## src/rtl/seq_verify.sv

```systemverilog
// Sequence verifier: stores a five-digit sequence, then checks the player's
// entered digits one per button press and pulses correct or incorrect.
module seq_verify (
  input  logic        clk,
  input  logic        rst,
  input  logic        display_done,
  input  logic [2:0]  LVL,
  input  logic        b_player,
  input  logic        newSequence,
  input  logic [19:0] Sequence,
  input  logic [3:0]  player_num,
  output logic        correct,
  output logic        incorrect
);

  typedef enum logic [1:0] {
    StIdle,
    StLoaded,
    StCheck,
    StResult
  } state_e;

  state_e      state_q;
  logic [19:0] seq_q;
  logic [2:0]  idx_q;
  logic [2:0]  level_q;
  logic        b_prev_q;

  logic        press;
  logic [3:0]  cur_digit;
  logic [2:0]  eff_level;
  logic        last_digit;

  // Rising edge of the enter strobe; a held button yields a single press.
  always_comb begin
    press = b_player & ~b_prev_q;
  end

  // Select the stored digit addressed by the index; digit 0 is the top nibble.
  always_comb begin
    cur_digit = 4'h0;
    case (idx_q)
      3'd0:    cur_digit = seq_q[19:16];
      3'd1:    cur_digit = seq_q[15:12];
      3'd2:    cur_digit = seq_q[11:8];
      3'd3:    cur_digit = seq_q[7:4];
      3'd4:    cur_digit = seq_q[3:0];
      default: cur_digit = 4'h0;
    endcase
  end

  // Clamp the requested level into 1..5.
  always_comb begin
    eff_level = LVL;
    case (LVL)
      3'd0:       eff_level = 3'd1;
      3'd6, 3'd7: eff_level = 3'd5;
      default:    eff_level = LVL;
    endcase
    // level_q is at least 1 whenever CHECK is active.
    last_digit = (idx_q == (level_q - 3'd1));
  end

  // Main FSM with registered result pulses; newSequence overrides every
  // non-reset condition and restarts from LOADED.
  always_ff @(posedge clk) begin
    if (rst) begin
      state_q   <= StIdle;
      seq_q     <= 20'h0;
      idx_q     <= 3'd0;
      level_q   <= 3'd0;
      b_prev_q  <= 1'b0;
      correct   <= 1'b0;
      incorrect <= 1'b0;
    end else begin
      b_prev_q  <= b_player;
      correct   <= 1'b0;
      incorrect <= 1'b0;
      if (newSequence) begin
        seq_q   <= Sequence;
        idx_q   <= 3'd0;
        state_q <= StLoaded;
      end else begin
        case (state_q)
          StIdle: begin
            state_q <= StIdle;
          end
          StLoaded: begin
            if (display_done) begin
              level_q <= eff_level;
              idx_q   <= 3'd0;
              state_q <= StCheck;
            end
          end
          StCheck: begin
            if (press) begin
              if (player_num != cur_digit) begin
                incorrect <= 1'b1;
                state_q   <= StResult;
              end else if (last_digit) begin
                correct <= 1'b1;
                state_q <= StResult;
              end else begin
                idx_q <= idx_q + 3'd1;
              end
            end
          end
          StResult: begin
            state_q <= StIdle;
          end
          default: begin
            state_q <= StIdle;
          end
        endcase
      end
    end
  end

endmodule

```

## config.mk

```make
export PLATFORM = sky130hd
export DESIGN_NAME = seq_verify
export DESIGN_NICKNAME = d
export VERILOG_FILES = /design/src/rtl/seq_verify.sv
export SDC_FILE = /design/constraint.sdc
export NUM_CORES = 1
export LEC_CHECK = 0
export ABC_AREA = 1
export CAP_MARGIN = 10
export CELL_PAD_IN_SITES_DETAIL_PLACEMENT = 1
export CELL_PAD_IN_SITES_GLOBAL_PLACEMENT = 2
export CORE_MARGIN = 3
export CORE_UTILIZATION = 27
export CTS_CLUSTER_DIAMETER = 120
export DETAILED_ROUTE_END_ITERATION = 6
export HOLD_SLACK_MARGIN = 0.05
export PLACE_DENSITY = 0.8
export REMOVE_ABC_BUFFERS = 1
export SYNTH_ARGS = -nofsm -noshare
export SYNTH_HDL_FRONTEND = slang
export SYNTH_SLANG_ARGS = --single-unit
```

## constraint.sdc

```tcl
create_clock -name clk -period 2.3 [get_ports clk]
set_clock_uncertainty 0.15 [all_clocks]
set_input_delay 0.46 -clock clk [delete_from_list [all_inputs] [get_ports clk]]
set_output_delay 0.46 -clock clk [all_outputs]
set_load 0.03 [all_outputs]
```

**After elaboration in Yosys (flattened, before gate mapping)**

Index checks and enable logic that the tools add are counted.

- Flip-flop bits (word level): 31
- Output and inout port bits: 2
- Word-level logic and storage cells: 62

- $add $sub $neg: 2
- Eq/ne operators: 19
- Mux-type cells: 15
- Bitwise operators: 5
- Reductions and logical operators: 13

Operator list:

| kind | count |
|---|---|
| one-hot mux 4 bit (5 select lines) | 1 |
| two-way mux 3 bit | 4 |
| one-hot mux 3 bit (2 select lines) | 2 |
| equality test 3 bit (second input constant) | 3 |
| != test 3 bit (second input constant) | 3 |
| AND reduction 3 bit | 3 |
| two-way mux 2 bit | 4 |
| != test 2 bit (second input constant) | 4 |
| equality test 3 x 2 -> 1 bit (second input constant) | 2 |
| zero test 3 bit | 2 |
| one-hot mux 2 bit (3 select lines) | 1 |
| OR reduction 2 bit | 3 |
| AND reduction 5 bit | 1 |
| OR reduction 5 bit | 1 |
| equality test 2 bit (second input constant) | 2 |
| != test 4 bit | 1 |
| != test 4 bit (second input constant) | 1 |
| inverter 1 bit | 4 |
| OR reduction 4 bit | 1 |
| adder 3 x 1 -> 3 bit (second input constant) | 1 |
| equality test 3 x 1 -> 1 bit (second input constant) | 1 |
| equality test 3 bit | 1 |
| two-way mux 1 bit | 3 |
| subtractor 3 x 1 -> 3 bit (second input constant) | 1 |
| 4 further kinds | 4 |

**Logic depth before layout (Yosys ltp)**

Gate-level depths: netlist of run 1.

- Word-level depth: 7
- Mapped depth: 16
- Mapped depth without buffers: 14

**Least setup slack after synthesis of run 1**

No wires, ideal clock.

- Path kind: reg-to-reg
- From: register idx_q[0]
- To: register state_q[0]
- Library setup time: 0.129 ns
- Data arrival time: 1.684 ns
- Required time: 2.021 ns
- Path slack: 0.337 ns
- Cell stages (with the launch flop): 16
- Buffers on the path: 1
- Period minus slack after synthesis: 1.963 ns
- Cells stage by stage: dfxtp_1 > inv_1 > ha_1 > clkbuf_1 > nand3_1 > nand2_1 > nor2_2 > nand2_1 > nand2_1 > nand2_2 > nor2_4 > nand3_1 > nand2_1 > nand2_1 > nand2_1 > a21oi_1

- Longest elaborated chain between the ends: 7
- Elaborated cells on any way between the ends: 14

RTL lines:

| item | RTL line | RTL |
|---|---|---|
| start, declared | 25 | `logic [2:0] idx_q;` |
| start signal, assigned | 104 | `idx_q <= idx_q + 3'd1;` |
| equality test 3 bit, or another cell as far along | 42 | `case (idx_q)` |
| one-hot mux 4 bit (5 select lines) | 42 |  |
| != test 4 bit | 97 | `if (player_num != cur_digit) begin` |
| two-way mux 2 bit | 97 |  |
| two-way mux 2 bit | 96 | `if (press) begin` |
| one-hot mux 2 bit (3 select lines) | 84 | `case (state_q)` |
| two-way mux 1 bit | 79 | `if (newSequence) begin` |
| end signal, assigned | 82 | `state_q <= StLoaded;` |
| end signal, assigned | 86 | `state_q <= StIdle;` |
| end signal, assigned | 99 | `state_q <= StResult;` |
| end, declared | 23 | `state_e state_q;` |

Several ways; a longest one is shown, not always the timed one. The select of a mux whose other input is x is not followed.
A chain may end at the register's enable or synchronous reset.

**Worst setup path after layout of run 1**

Same ends and word-level chain as after synthesis.

==> results of run 1 <==
## metrics by stage
| step | instances | total power [mW] |
|---|---|---|
| final | 344 | 1.26 |
| after global routing | 344 | 1.33 |
| after CTS | 344 | 1.29 |
| after detailed placement | 336 | 0.800 |
| after global placement | 336 | 0.797 |
| after floorplan | 223 | 0.699 |
## timing repair
item | 4_1_cts | 5_1_grt
buffers inserted | 0 | 0
endpoints found under the setup margin | 0 | 5
gates resized for setup | 0 | 3
hold buffers | 0 | 0
## sequential cells by signal (all words and copies together) (netlist names)
name and flops:
idx_q 3, seq_q 20, level_q 3, correct 1, state_q 2, b_prev_q 1
incorrect 1
## layout make-up
type,instances,area (um2),share of cell area (%)
Clock buffer,8,100,4.62
Inverter,28,105,4.85
Multi-Input combinational cell,164,860,39.7
Sequential cell,31,622,28.7
Tap cell,72,90.1,4.16
Timing Repair Buffer,41,390,18.0
## worst max-delay path: cells and delay by family (launching register included)
family	cells	cell delay [ns]
buffers and inverters	2	0.21
adders and majority gates	2	0.39
DFF	1	0.35
and+or+nand+nor	9	0.71
AOI/OAI and AO/OA	2	0.12
## layout by cell type (no fill, tap or decap), types with 3 or more instances in the layout
| cell type | netlist | final |
|---|---|---|
| a21oi_1 | 15 | 15 |
| nor2_1 | 41 | 41 |
| o21ai_0 | 22 | 22 |
| clkdlybuf4s50_1 | 0 | 33 |
| buf_4 | 1 | 8 |
| dfxtp_1 | 31 | 30 |
| clkbuf_8 | 0 | 7 |
| inv_1 | 25 | 25 |
| nand2_2 | 4 | 4 |
| nand2_1 | 34 | 34 |
| nor2_2 | 3 | 3 |
| nand3_1 | 22 | 22 |
| ha_1 | 8 | 6 |
## per-layer routing
metal	wire length, um	share of wire (%)
met2	1910	45
met4	59	1.4
met1	2060	49
met5	0	0
met3	177	4.2
## cells by family after synthesis
family	Yosys count	share of synthesized area [%]
flip-flops	31	38.3
adder cells (fa/ha/maj)	8	6.17
AND/OR/NAND/NOR	111	31.3
buffers and inverters	36	9.03
XOR/XNOR	3	1.62
AO/OA/AOI/OAI	42	13.6
## worst min path at each step
stage / startpoint / end / slack (ns) / cells past startpoint
4_1_cts: seq_q[15] / seq_q[15] / 0.32 / 2
6_report: seq_q[13] / seq_q[13] / 0.31 / 2
5_1_grt: seq_q[8] / seq_q[8] / 0.34 / 2
3_5_place_dp: seq_q[15] / seq_q[15] / 0.30 / 2
2_1_floorplan: seq_q[11] / seq_q[11] / 0.28 / 2
3_3_place_gp: seq_q[8] / seq_q[8] / 0.30 / 2
## power breakdown
| part | switching [mW] | total (mW) | internal, mW |
|---|---|---|---|
| logic | 0.103 | 0.203 | 0.0996 |
| clock network | 0.206 | 0.479 | 0.273 |
| registers | 0.0149 | 0.583 | 0.568 |
==> run_results.csv, run 1 <==
group,metric,value,unit
clock_network,htreeDepth,2,
clock_network,insertion_delay,0.28,ns
timing,finalSetupViolations,0,
synthesis,synth_edf_count,0,
cells_and_area,n_antenna_cell,0,
power,ir_worst_vdd,0.215,mV
routing,vias_per_cell,4.53,
synthesis,yosysSeqAreaShare,38.3,%
timing,fin_setup_tns,0,ns
placed_design,dpl_cell_area,2060,um2
placed_design,dp_slack,0.0825,ns
routing,drt-initial-drc-count,51,
timing,worst_slack,0.240,ns
synthesis,yosys-top-cells-count,"41 x nor2_1, 34 x nand2_1, 31 x dfxtp_1",
cells_and_area,final_area,2170,um2
worst_setup_path,endpoint_kind,"register",
routing,final_antenna_net_count,0,
worst_setup_path,r2r_start,"idx_q[0]",
worst_setup_path,r2r.worst_path.cells,15,
power,powerDensity,583,nW/um2
worst_setup_path,cp_slowest_cell,"dfxtp_2",
flow_run,drv_cap,0,
placed_design,portBuffers,33,
worst_setup_path,cp_common_cell,"nand2_1",
worst_setup_path,required,2.31,ns
grt,grtUsageTotal,13.1,%
grt,grtUsageMet3,3.26,%
die,die_h,83.5,um
cells_and_area,fin_nets,311,
grt,grt-ovfl-total,0,
routing,vias,1559,
status,status,"finished clean",
grt,grt_use_met2,20.4,%
synthesis,synth.avg_cell_area,7.02,um2
timing,hold_slack,0.312,ns
routing,drtPass1Iterations,4,
routing,drt-wirelength-per-cell,12.2,um
worst_setup_path,crit_start,"idx_q[0]",
placed_design,dp_hpwl,3.26,mm
worst_setup_path,rr_endpoint,"state_q[0]",
worst_setup_path,r2r_setup_slack,0.24,ns
clock_network,cts_buffer_depth,2,
die,start_util,28.7,%
synthesis,yosysWarnings,0,
synthesis,synth_flop_cell,"dfxtp_1",
die,die_x,83.5,um
worst_setup_path,worstPathCellList,"buf_4 > ha_1 > ha_2 > nand2_1 > o21ai_0 > inv_1 > nand2_1 > nand2_1 > nand2_1 > nor2_4 > nand3_1 > nand2_1 > nand2_1 > nand2_1 > a21oi_1",
grt,antenna_found_initial,0,
clock_network,clk_pin_slew_worst_paths,0.07,ns
grt,grt_first_pass_wirelength,7.39,mm
timing,hold_viol_final,0,
placed_design,globalplace.congestion,0.748,
worst_setup_path,cp_max_fo,5,
clock_network,root_buffer,"clkbuf_8",
worst_setup_path,crit_type,"reg -> reg",
timing,fin_crit_sh,89.5,%
worst_setup_path,crit_end,"state_q[0]",
timing,rsz0062_at_grt,"false",
synthesis,synthCells,231,
synthesis,post-synth-top-count-cell,"nor2_1",
synthesis,synth-seq-cells,31,
timing,relSlewSlack,68.8,%
clock_network,clock-sinks,31,
clock_network,cts_tree,"built",
synthesis,synth_area,1620,um2
clock_network,cts_buffers,5,
die,core,5640,um2
die,rows,27,
grt,grt_max_degree,20,
cells_and_area,fillers,706,
timing,report.final.slew_viol_count,0,
hold_path,hold_class,"reg -> reg",
cells_and_area,utilization,38.4,%
routing,drc,0,
timing,tightest_slew,0.468,ns
synthesis,yosys.area.top_type,"dfxtp_1",
synthesis,yosys-top-cells-area,"dfxtp_1 38%, nor2_1 9.5%, nand2_1 7.9%, nand3_1 6.8%, o21ai_0 6.8%",
cells_and_area,drive_above_1_share,11.4,%
cells_and_area,area_growth,33.6,%
timing,final.min_clock_period,2.06,ns
die,dieArea,6970,um2
worst_setup_path,slowest_delay,0.35,ns
worst_setup_path,cp-start-kind,"register",
synthesis,ys_types,28,
die,io_pins,34,
power,p_leak,0.925,nW
timing,clock.fmax,486,MHz
grt,grt_pass1_vias,1569,
worst_setup_path,crit_arrival,2.07,ns
synthesis,yosysTopAreaCellShare,38.3,%
synthesis,async_reset_ff_share,0,%
grt,grt_use_met1,17.6,%
grt,top_usage_layer,"met2",
routing,wl,4.20,mm
Power figures use the tool's default switching activity.
==> inputs of run 2 (changes only) <==
Settings changed: ABC_CLOCK_PERIOD_IN_PS set to 2300, GPL_TIMING_DRIVEN set to 0.
==> run_results.csv, run 2 (synthesized netlist as in run 1, its figures left out) <==
group,metric,value,unit
status,status,"finished clean",
timing,rsz0062_at_grt,"false",
grt,antenna_found_initial,0,
routing,final_antenna_net_count,0,
clock_network,root_buffer,"clkbuf_8",
die,io_pins,34,
placed_design,globalplace.congestion,0.698,
die,start_util,28.7,%
worst_setup_path,cp-start-kind,"register",
cells_and_area,drive_above_1_share,9.47,%
cells_and_area,area_growth,29.3,%
worst_setup_path,cpLargestDelayFamily,"simple AND/OR/NAND/NOR gates",
hold_path,hp-start,"seq_q[8]",
clock_network,cts-hold-fix-buffers,0,
clock_network,htreeDepth,2,
worst_setup_path,worstPathCellList,"inv_2 > ha_1 > inv_1 > o21ai_1 > nor2_1 > nand2_1 > nand2_1 > nor2_4 > nand3_1 > nand2_1 > nand2_1 > nand2_1 > a21oi_1",
clock_network,post_cts_buffers,0,
grt,grt_pass1_vias,1521,
placed_design,dp_slack,-0.894,ns
worst_setup_path,r2r_start,"idx_q[2]",
grt,grt_first_pass_wirelength,6.83,mm
routing,drc,0,
timing,worst_slack,0.254,ns
die,core,5640,um2
timing,relSlewSlack,52.3,%
worst_setup_path,endpoint_kind,"register",
worst_setup_path,cp_slowest_cell,"dfxtp_2",
clock_network,cts_buffers,5,
hold_path,min_path_cells,2,
die,rows,27,
routing,vias,1504,
worst_setup_path,crit_arrival,2.06,ns
clock_network,clk_pin_slew_worst_paths,0.07,ns
cells_and_area,largest_register_ffs,20,
hold_path,hold_class,"reg -> reg",
placed_design,dpl_cell_area,2000,um2
routing,wl,4.04,mm
placed_design,portBuffers,33,
clock_network,insertion_delay,0.28,ns
placed_design,dp_hpwl,3.01,mm
power,powerDensity,569,nW/um2
flow_run,drv_cap,0,
timing,fin_crit_sh,89.0,%
die,die_x,83.5,um
grt,grtUsageTotal,12.1,%
cells_and_area,final_area,2100,um2
routing,drtPass1Iterations,4,
placed_design,dp_cells,328,
cells_and_area,regMostFlops,"seq_q",
worst_setup_path,r2r.worst_path.cells,13,
worst_setup_path,required,2.31,ns
timing,finalSetupViolations,0,
cells_and_area,n_antenna_cell,0,
power,ir_worst_vdd,0.275,mV
die,die_h,83.5,um
timing,clock.fmax,489,MHz
routing,drt-initial-drc-count,25,
cells_and_area,reg_top3,"seq_q x20, idx_q x3, level_q x3",
cells_and_area,fillers,702,
clock_network,clock-sinks,31,
worst_setup_path,cp_common_cell,"nand2_1",
cells_and_area,multi_input_area,857,um2
worst_setup_path,rr_endpoint,"state_q[0]",
timing,final.min_clock_period,2.05,ns
timing,hold_viol_final,0,
clock_network,cts_tree,"built",
die,dieArea,6970,um2
cells_and_area,fin_nets,303,
routing,vias_per_cell,4.48,
worst_setup_path,worst-path-stages,13,
cells_and_area,layout_commonest_cell,"nor2_1",
power,p_leak,0.895,nW
hold_path,min_to,"seq_q[8]",
worst_setup_path,critPathBufInv,2,
timing,tightest_slew,0.714,ns
worst_setup_path,r2r_setup_slack,0.25,ns
cells_and_area,layout_common_cells,"41 x nor2_1, 34 x nand2_1, 32 x clkdlybuf4s50_1",
routing,drt-wirelength-per-cell,12.0,um
worst_setup_path,slowest_delay,0.37,ns
timing,report.final.slew_viol_count,0,
worst_setup_path,crit_type,"reg -> reg",
grt,grt-ovfl-total,0,
grt,grt_max_degree,28,
cells_and_area,stdcell_count,336,
worst_setup_path,cp_max_fo,11,
clock_network,cts_buffer_depth,2,
cells_and_area,final-seq-area,623,um2
-- run 2: cell count changes in the layout (fill, tap and decap cells not counted), sizes merged --
cell,delta
buf,-8
clkbuf,-3
clkdlybuf4s50,-1
clkinv,+3
dlymetal6s2s,+1
-- run 2: area by class of cell --
| cell class | count | area share (%) |
|---|---|---|
| clock buffer | 5 | 3.28 |
| clock inverter | 3 | 0.716 |
| inverter | 28 | 5.25 |
| multi-input combinational | 164 | 40.9 |
| sequential | 31 | 29.7 |
| tap | 72 | 4.30 |
| timing repair buffer | 33 | 15.9 |
-- run 2: worst reg2reg max path, delay by kind of cell, from the launching register on --
kind,cells,cell delay (ns)
AO/OA/AOI/OAI,2,0.21
adder cells (fa/ha/maj),1,0.28
AND/OR/NAND/NOR,8,0.67
flip-flops,1,0.37
buffers and inverters,2,0.26
-- run 2: metal layers --
metal  vias up  GRT usage (%)  wire length, um
met5         -              0                0
met4         0           4.39               71
met3         5           3.95              179
met2        23           19.4             1760
met1       675           15.1             2030
li1        801              -                -
-- run 2: worst max-delay path by stage --
| stage | from | to | slack [ns] |
|---|---|---|---|
| after CTS | newSequence | level_q[0] | 0.05 |
| after global placement | newSequence | level_q[0] | -0.85 |
| after detailed placement | newSequence | level_q[0] | -0.89 |
| after global routing | idx_q[2] | idx_q[2] | 0.03 |
| final | idx_q[2] | state_q[0] | 0.25 |
| after floorplan | idx_q[0] | state_q[0] | 0.41 |
-- run 2: timing repair --
item                                   CTS  global route
cloned                                   0             0
setup endpoints to repair               24             8
endpoints found under the hold margin    0             0
pin swaps                                0             0
resized for setup                        2             4
-- run 2: report_power, final --
| group | switching (mW) | internal [mW] |
|---|---|---|
| clock | 0.208 | 0.207 |
| combinational | 0.103 | 0.0938 |
| sequential | 0.0141 | 0.568 |
-- run 2: through the flow --
step	utilization, %	power, mW	setup TNS, ns	hold slack, ns
after global placement	35.5	0.788	-13.25	0.302
after CTS	37.0	1.22	0	0.317
final	37.2	1.19	0	0.312
after floorplan	-	0.699	0	0.280
after global routing	37.2	1.28	0	0.352
after detailed placement	35.5	0.793	-14.28	0.306
